[src/rtl/strategy_cmp_if.sv]
// Handshake and parameter-RAM signals between the feed decoder, RAM control block,
// strategy comparator and order encoder. slave = comparator side.
interface strategy_cmp_if #(
  parameter int ADDR_W  = 14,
  parameter int PARAM_W = 64,
  parameter int PRICE_W = 32
);
  logic               msg_valid;
  logic               msg_ready;
  logic [ADDR_W-1:0]  msg_sym_idx;
  logic [PRICE_W-1:0] msg_price;
  logic [ADDR_W-1:0]  t2t_rd_addr;
  logic               sef_read;
  logic [PARAM_W-1:0] rcb_data;
  logic               ord_valid;
  logic               ord_ready;
  logic [ADDR_W-1:0]  ord_sym_idx;
  logic [PRICE_W-1:0] ord_price;
  logic [15:0]        ord_qty;
  logic               ord_side;

  modport master (
    output msg_valid, msg_sym_idx, msg_price, rcb_data, ord_ready,
    input  msg_ready, t2t_rd_addr, sef_read,
    input  ord_valid, ord_sym_idx, ord_price, ord_qty, ord_side
  );

  modport slave (
    input  msg_valid, msg_sym_idx, msg_price, rcb_data, ord_ready,
    output msg_ready, t2t_rd_addr, sef_read,
    output ord_valid, ord_sym_idx, ord_price, ord_qty, ord_side
  );
endinterface

[src/rtl/strategy_cmp.sv]
// Strategy comparator: per-symbol parameter read, price-vs-threshold trigger, order FIFO.
// Optional statistics counters are enabled with `define STRATEGY_CMP_STATS_EN.
module strategy_cmp #(
  parameter int ADDR_W     = 14,
  parameter int PARAM_W    = 64,
  parameter int PRICE_W    = 32,
  parameter int FIFO_DEPTH = 4
) (
  input  logic        clk,
  input  logic        reset_n,
  strategy_cmp_if.slave bus
`ifdef STRATEGY_CMP_STATS_EN
  ,
  output logic [31:0] stat_msg_cnt,
  output logic [31:0] stat_trig_cnt,
  output logic [31:0] stat_drop_cnt
`endif
);

  localparam int PTR_W = $clog2(FIFO_DEPTH);
  localparam int CNT_W = PTR_W + 1;
  localparam logic [CNT_W-1:0] DEPTH_C = CNT_W'(FIFO_DEPTH);
  localparam logic [CNT_W:0]   DEPTH_X = (CNT_W + 1)'(FIFO_DEPTH);

  typedef struct packed {
    logic [ADDR_W-1:0]  sym;
    logic [PRICE_W-1:0] price;
    logic [15:0]        qty;
    logic               side;
  } ord_t;

  ord_t               fifo_mem [FIFO_DEPTH];
  logic [PTR_W-1:0]   wr_ptr;
  logic [PTR_W-1:0]   rd_ptr;
  logic [CNT_W-1:0]   count;
  logic               s1_valid;
  logic [ADDR_W-1:0]  s1_sym_idx;
  logic [PRICE_W-1:0] s1_price;

  logic               accept;
  logic               push;
  logic               pop;
  logic               trig;
  logic [CNT_W:0]     credit_used;
  logic [PRICE_W-1:0] p_thresh;
  logic [15:0]        p_qty;
  logic               p_en;
  logic               p_side;
  ord_t               head;
  logic               unused_rsvd;

  // In-flight stage-1 entry reserves a slot so its push can never overflow.
  assign credit_used   = {1'b0, count} + {{CNT_W{1'b0}}, s1_valid};
  assign bus.msg_ready = reset_n && (credit_used < DEPTH_X);
  assign accept        = bus.msg_valid && bus.msg_ready;
  assign bus.sef_read  = accept;
  assign bus.t2t_rd_addr = bus.msg_sym_idx;

  assign p_thresh    = bus.rcb_data[31:0];
  assign p_qty       = bus.rcb_data[47:32];
  assign p_en        = bus.rcb_data[48];
  assign p_side      = bus.rcb_data[49];
  assign unused_rsvd = ^bus.rcb_data[PARAM_W-1:50];

  always_comb begin
    trig = 1'b0;
    if (p_en) begin
      if (p_side) trig = (s1_price >= p_thresh);
      else        trig = (s1_price <= p_thresh);
    end
  end

  assign push = s1_valid && trig;
  assign pop  = bus.ord_valid && bus.ord_ready;

  always_ff @(posedge clk) begin
    if (!reset_n) begin
      s1_valid <= 1'b0;
      wr_ptr   <= '0;
      rd_ptr   <= '0;
      count    <= '0;
    end else begin
      s1_valid <= accept;
      if (push) wr_ptr <= wr_ptr + PTR_W'(1);
      if (pop)  rd_ptr <= rd_ptr + PTR_W'(1);
      case ({push, pop})
        2'b10:   count <= count + CNT_W'(1);
        2'b01:   count <= count - CNT_W'(1);
        default: count <= count;
      endcase
    end
  end

  always_ff @(posedge clk) begin
    if (accept) begin
      s1_sym_idx <= bus.msg_sym_idx;
      s1_price   <= bus.msg_price;
    end
    if (push) fifo_mem[wr_ptr] <= '{sym: s1_sym_idx, price: s1_price, qty: p_qty, side: p_side};
  end

  always_ff @(posedge clk) begin
    if (reset_n && push) assert (count != DEPTH_C);
  end

  assign head            = fifo_mem[rd_ptr];
  assign bus.ord_valid   = (count != '0);
  assign bus.ord_sym_idx = head.sym;
  assign bus.ord_price   = head.price;
  assign bus.ord_qty     = head.qty;
  assign bus.ord_side    = head.side;

`ifdef STRATEGY_CMP_STATS_EN
  always_ff @(posedge clk) begin
    if (!reset_n) begin
      stat_msg_cnt  <= '0;
      stat_trig_cnt <= '0;
      stat_drop_cnt <= '0;
    end else begin
      if (accept && stat_msg_cnt != '1)  stat_msg_cnt  <= stat_msg_cnt + 32'd1;
      if (push && stat_trig_cnt != '1)   stat_trig_cnt <= stat_trig_cnt + 32'd1;
      if (s1_valid && !trig && stat_drop_cnt != '1) stat_drop_cnt <= stat_drop_cnt + 32'd1;
    end
  end
`endif

endmodule

[src/flat_wrapper.sv]
// flat-port wrapper written by rule: the top's interface ports become plain ports
module strategy_cmp_flat 
#(
  parameter int ADDR_W     = 14,
  parameter int PARAM_W    = 64,
  parameter int PRICE_W    = 32,
  parameter int FIFO_DEPTH = 4
)
  (clk, reset_n, bus_msg_valid, bus_msg_sym_idx, bus_msg_price, bus_rcb_data, bus_ord_ready, bus_msg_ready, bus_t2t_rd_addr, bus_sef_read, bus_ord_valid, bus_ord_sym_idx, bus_ord_price, bus_ord_qty, bus_ord_side);
  strategy_cmp_if #(.ADDR_W(ADDR_W), .PARAM_W(PARAM_W), .PRICE_W(PRICE_W)) bus_i ();
  input  logic clk;
  input  logic reset_n;
  input wire logic [$bits(bus_i.msg_valid)-1:0] bus_msg_valid;
  input wire logic [$bits(bus_i.msg_sym_idx)-1:0] bus_msg_sym_idx;
  input wire logic [$bits(bus_i.msg_price)-1:0] bus_msg_price;
  input wire logic [$bits(bus_i.rcb_data)-1:0] bus_rcb_data;
  input wire logic [$bits(bus_i.ord_ready)-1:0] bus_ord_ready;
  output wire logic [$bits(bus_i.msg_ready)-1:0] bus_msg_ready;
  output wire logic [$bits(bus_i.t2t_rd_addr)-1:0] bus_t2t_rd_addr;
  output wire logic [$bits(bus_i.sef_read)-1:0] bus_sef_read;
  output wire logic [$bits(bus_i.ord_valid)-1:0] bus_ord_valid;
  output wire logic [$bits(bus_i.ord_sym_idx)-1:0] bus_ord_sym_idx;
  output wire logic [$bits(bus_i.ord_price)-1:0] bus_ord_price;
  output wire logic [$bits(bus_i.ord_qty)-1:0] bus_ord_qty;
  output wire logic [$bits(bus_i.ord_side)-1:0] bus_ord_side;
  assign bus_i.msg_valid = bus_msg_valid;
  assign bus_i.msg_sym_idx = bus_msg_sym_idx;
  assign bus_i.msg_price = bus_msg_price;
  assign bus_i.rcb_data = bus_rcb_data;
  assign bus_i.ord_ready = bus_ord_ready;
  assign bus_msg_ready = bus_i.msg_ready;
  assign bus_t2t_rd_addr = bus_i.t2t_rd_addr;
  assign bus_sef_read = bus_i.sef_read;
  assign bus_ord_valid = bus_i.ord_valid;
  assign bus_ord_sym_idx = bus_i.ord_sym_idx;
  assign bus_ord_price = bus_i.ord_price;
  assign bus_ord_qty = bus_i.ord_qty;
  assign bus_ord_side = bus_i.ord_side;
  strategy_cmp #(.ADDR_W(ADDR_W), .PARAM_W(PARAM_W), .PRICE_W(PRICE_W), .FIFO_DEPTH(FIFO_DEPTH)) u_core (.clk(clk), .reset_n(reset_n), .bus(bus_i));
endmodule
[config.mk]
export PLATFORM = sky130hd
export DESIGN_NAME = strategy_cmp_flat
export DESIGN_NICKNAME = d
export VERILOG_FILES = /design/src/rtl/strategy_cmp_if.sv /design/src/rtl/strategy_cmp.sv /design/src/flat_wrapper.sv
export SDC_FILE = /design/constraint.sdc
export NUM_CORES = 1
export LEC_CHECK = 0
export BUFFER_PORTS_ARGS = -buffer_cell sky130_fd_sc_hd__buf_2
export CAP_MARGIN = 20
export CORE_ASPECT_RATIO = 1.25
export CORE_UTILIZATION = 45
export DETAILED_ROUTE_END_ITERATION = 6
export PLACE_DENSITY = 0.66
export SLEW_MARGIN = 20
export SYNTH_ARGS = -nofsm -noshare
export SYNTH_HDL_FRONTEND = slang
export SYNTH_SLANG_ARGS = --single-unit
[constraint.sdc]
create_clock -name clk -period 7.9 [get_ports clk]
set_input_delay 2.37 -clock clk [delete_from_list [all_inputs] [get_ports clk]]
set_output_delay 2.37 -clock clk [all_outputs]
set_load 0.005 [all_outputs]
==> results.txt <==
row count - 66
DP HPWL - 14,100 um
core area - 0.0260 sq mm
Place WS - 1.84 ns
Syn Nets - 711
Post-CTS Setup Bufs - 0
Synth Flop Type - edfxtp_1
wire length per cell - 20.1 um
fillers - 2,053
Arr. time, crit path - 3.45 ns
Worst Path Required - 5.53 ns
Avg Inst Size Synth - 21.3 sq um
worst r2r src - u_core.s1_price[31]
total grt overflow - 0
FFs w/ async S/R, synth - 0
period utilization - 0.737
VDD IR-drop max - 153 uV
Max Clock Skew - 0.0116 ns
Reg area - 0.00916 sq mm
Clock Path Buffers - 3
share of the synthesized area in the top cell type - 0.753
Root Buffer Master - clkbuf_16
DRC - 0
Final Hold Viols - 0
Distinct cells, synth - 39
Seq cells post-synth - 308
Starting Density - 0.457
Vias/cell - 5.19
Worst-Skew Late Latency - 0.53 ns
CTS buffer count - 29
first-pass GRT wire length - 33,900 um
drt pass-1 iters - 4
Mapped Cells - 559
top post-synthesis cells by count - edfxtp_1, mux4_2, inv_1, ha_1, nand2_1
nets - 901
reg2reg setup slack - 3.86 ns
Hold Buf Count CTS - 0
Hold Startpoint - u_core.s1_sym_idx[8]
status - complete, no violations
power density over cell area - 244 mW/mm^2
RSZ-0062 raised after global routing - no
Syn Std Cell Area - 0.0119 sq mm
final wirelength - 22,300 um
Finished Cell Area - 0.0141 sq mm
hold depth - 0
Reg-to-Reg End - u_core.count[2]
die area - 0.0271 sq mm
Register-to-Register Path Depth - 12
GRT Total Usage - 0.166
initial DRC count - 247
sequential share of the synthesized area - 0.769
startpoint types - input pin
cell taking the most area after synthesis - edfxtp_1
Max Freq - 172 MHz
total number of yosys warnings - 0
vias in the first global route - 6,214
Hold Crit Endpoint - u_core.fifo_mem[2][57]
Pleak - 4.97 nW
antenna violation net count after detailed routing - 0
IO Port Bufs - 179
CTS tree - done
area added between synthesis and finish - 18.7%
Max FO, Critical Path - 7
WS Path Type - input pin to primary output
CP Capture Type - primary output
final worst slack - 2.08 ns
largest net degree at the start of global routing - 64
Die X-Extent - 147 um
largest cells by area after synthesis - edfxtp_1, mux4_2, ha_1, dfxtp_1, inv_1
Chip Height - 184 um
H-tree depth - 1
Slew headroom - 0.327
ratio of cells with drive above 1 in the final layout - 0.397
fin util - 0.542
vias - 5,754
count leader, synth - edfxtp_1
final setup fails - 0
I/O pin count - 194
clock sinks - 308
GP Congestion - 0.793
Period minus WS final - 5.82 ns
Placed Area - 0.0132 sq mm
Min-Delay Path Class - register to register
Slew Viols, Final - 0
Reg clk slew, reported paths - 0.06 ns
# resized after CTS - 0
Post-synth EDFFs - 298
initial antenna violation count - 1
Post-Route Setup TNS - 0 ns
Max-Cap Viols - 0
area taken by multi-input logic gates - 0.00246 sq mm
Worst Tran Pin Value - 1.01 ns
-- cell usage in the layout, fill, tap and decap left out, drive strengths merged, types with 10 or more instances in the layout --
master	netlist	final
edfxtp	298	298
buf	22	187
mux4	63	63
inv	39	39
ha	37	37
clkbuf	6	33
nand2	15	15
a21oi	15	15
dfxtp	10	10
clkinv	0	10
-- logic make-up (layout without fill, tap and decap cells) --
family	after synthesis	count (layout)	synth area share
DFF	308	308	0.769
buffers and inverters	67	276	0.0262
muxes	65	65	0.121
and+or+nand+nor	45	45	0.0189
adders and majority gates	38	38	0.0406
AOI/OAI and AO/OA	32	32	0.0208
xor gates and xnor gates	4	4	0.00295
other	0	1	0
-- report_power, final --
part	internal [W]	switching [W]	total, W
Combinational	0.000127	0.000105	0.000232
Sequential	0.00181	0.0000350	0.00185
Clock	0.000801	0.000565	0.00137
-- how the worst max path moves through the flow --
stage / from / end / slack [ns] / depth (start not counted)
CTS: reset_n / bus_sef_read / 2.07 / 5
detailed placement: bus_rcb_data[30] / u_core.count[2] / 1.84 / 14
finish: reset_n / bus_sef_read / 2.08 / 5
floorplan: bus_rcb_data[14] / u_core.fifo_mem[0][0] / 0.56 / 9
global placement: bus_rcb_data[14] / u_core.count[2] / 1.99 / 14
global route: reset_n / bus_sef_read / 2.01 / 5
-- cell type report --
type	count	share of cell area
Antenna cell	1	0.000177
Inverter	39	0.0104
Sequential cell	308	0.649
Tap cell	340	0.0301
Clock buffer	33	0.0525
Timing Repair Buffer	187	0.0695
Multi-Input combinational cell	184	0.174
Clock inverter	17	0.0140
-- critical path: stages --
cell	delay, ns
buf_2	0.14
inv_1	0.13
a311oi_1	0.38
and2_2	0.26
buf_2	0.17
-- registers in the layout, summed over array words and instances (netlist names), named ones only --
register	cells
u_core.s1_sym_idx	14
u_core.s1_price	32
u_core.fifo_mem	252
u_core.wr_ptr	2
u_core.rd_ptr	2
u_core.s1_valid	1
u_core.count	3
-- per-layer routing --
layer  track usage  wire, um
met5             0         0
met2         0.306     12100
met3        0.0238       961
met4        0.0503       481
met1         0.201      8720
-- per-stage QoR --
stage	total power, W	hold WS (ns)	cells
6_report	0.00345	0.498	1109
3_5_place_dp	0.00212	0.482	1058
2_1_floorplan	0.00202	0.459	559
3_3_place_gp	0.00211	0.467	1058
4_1_cts	0.00349	0.496	1108
5_1_grt	0.00357	0.507	1109
Power figures use the tool's default switching activity.
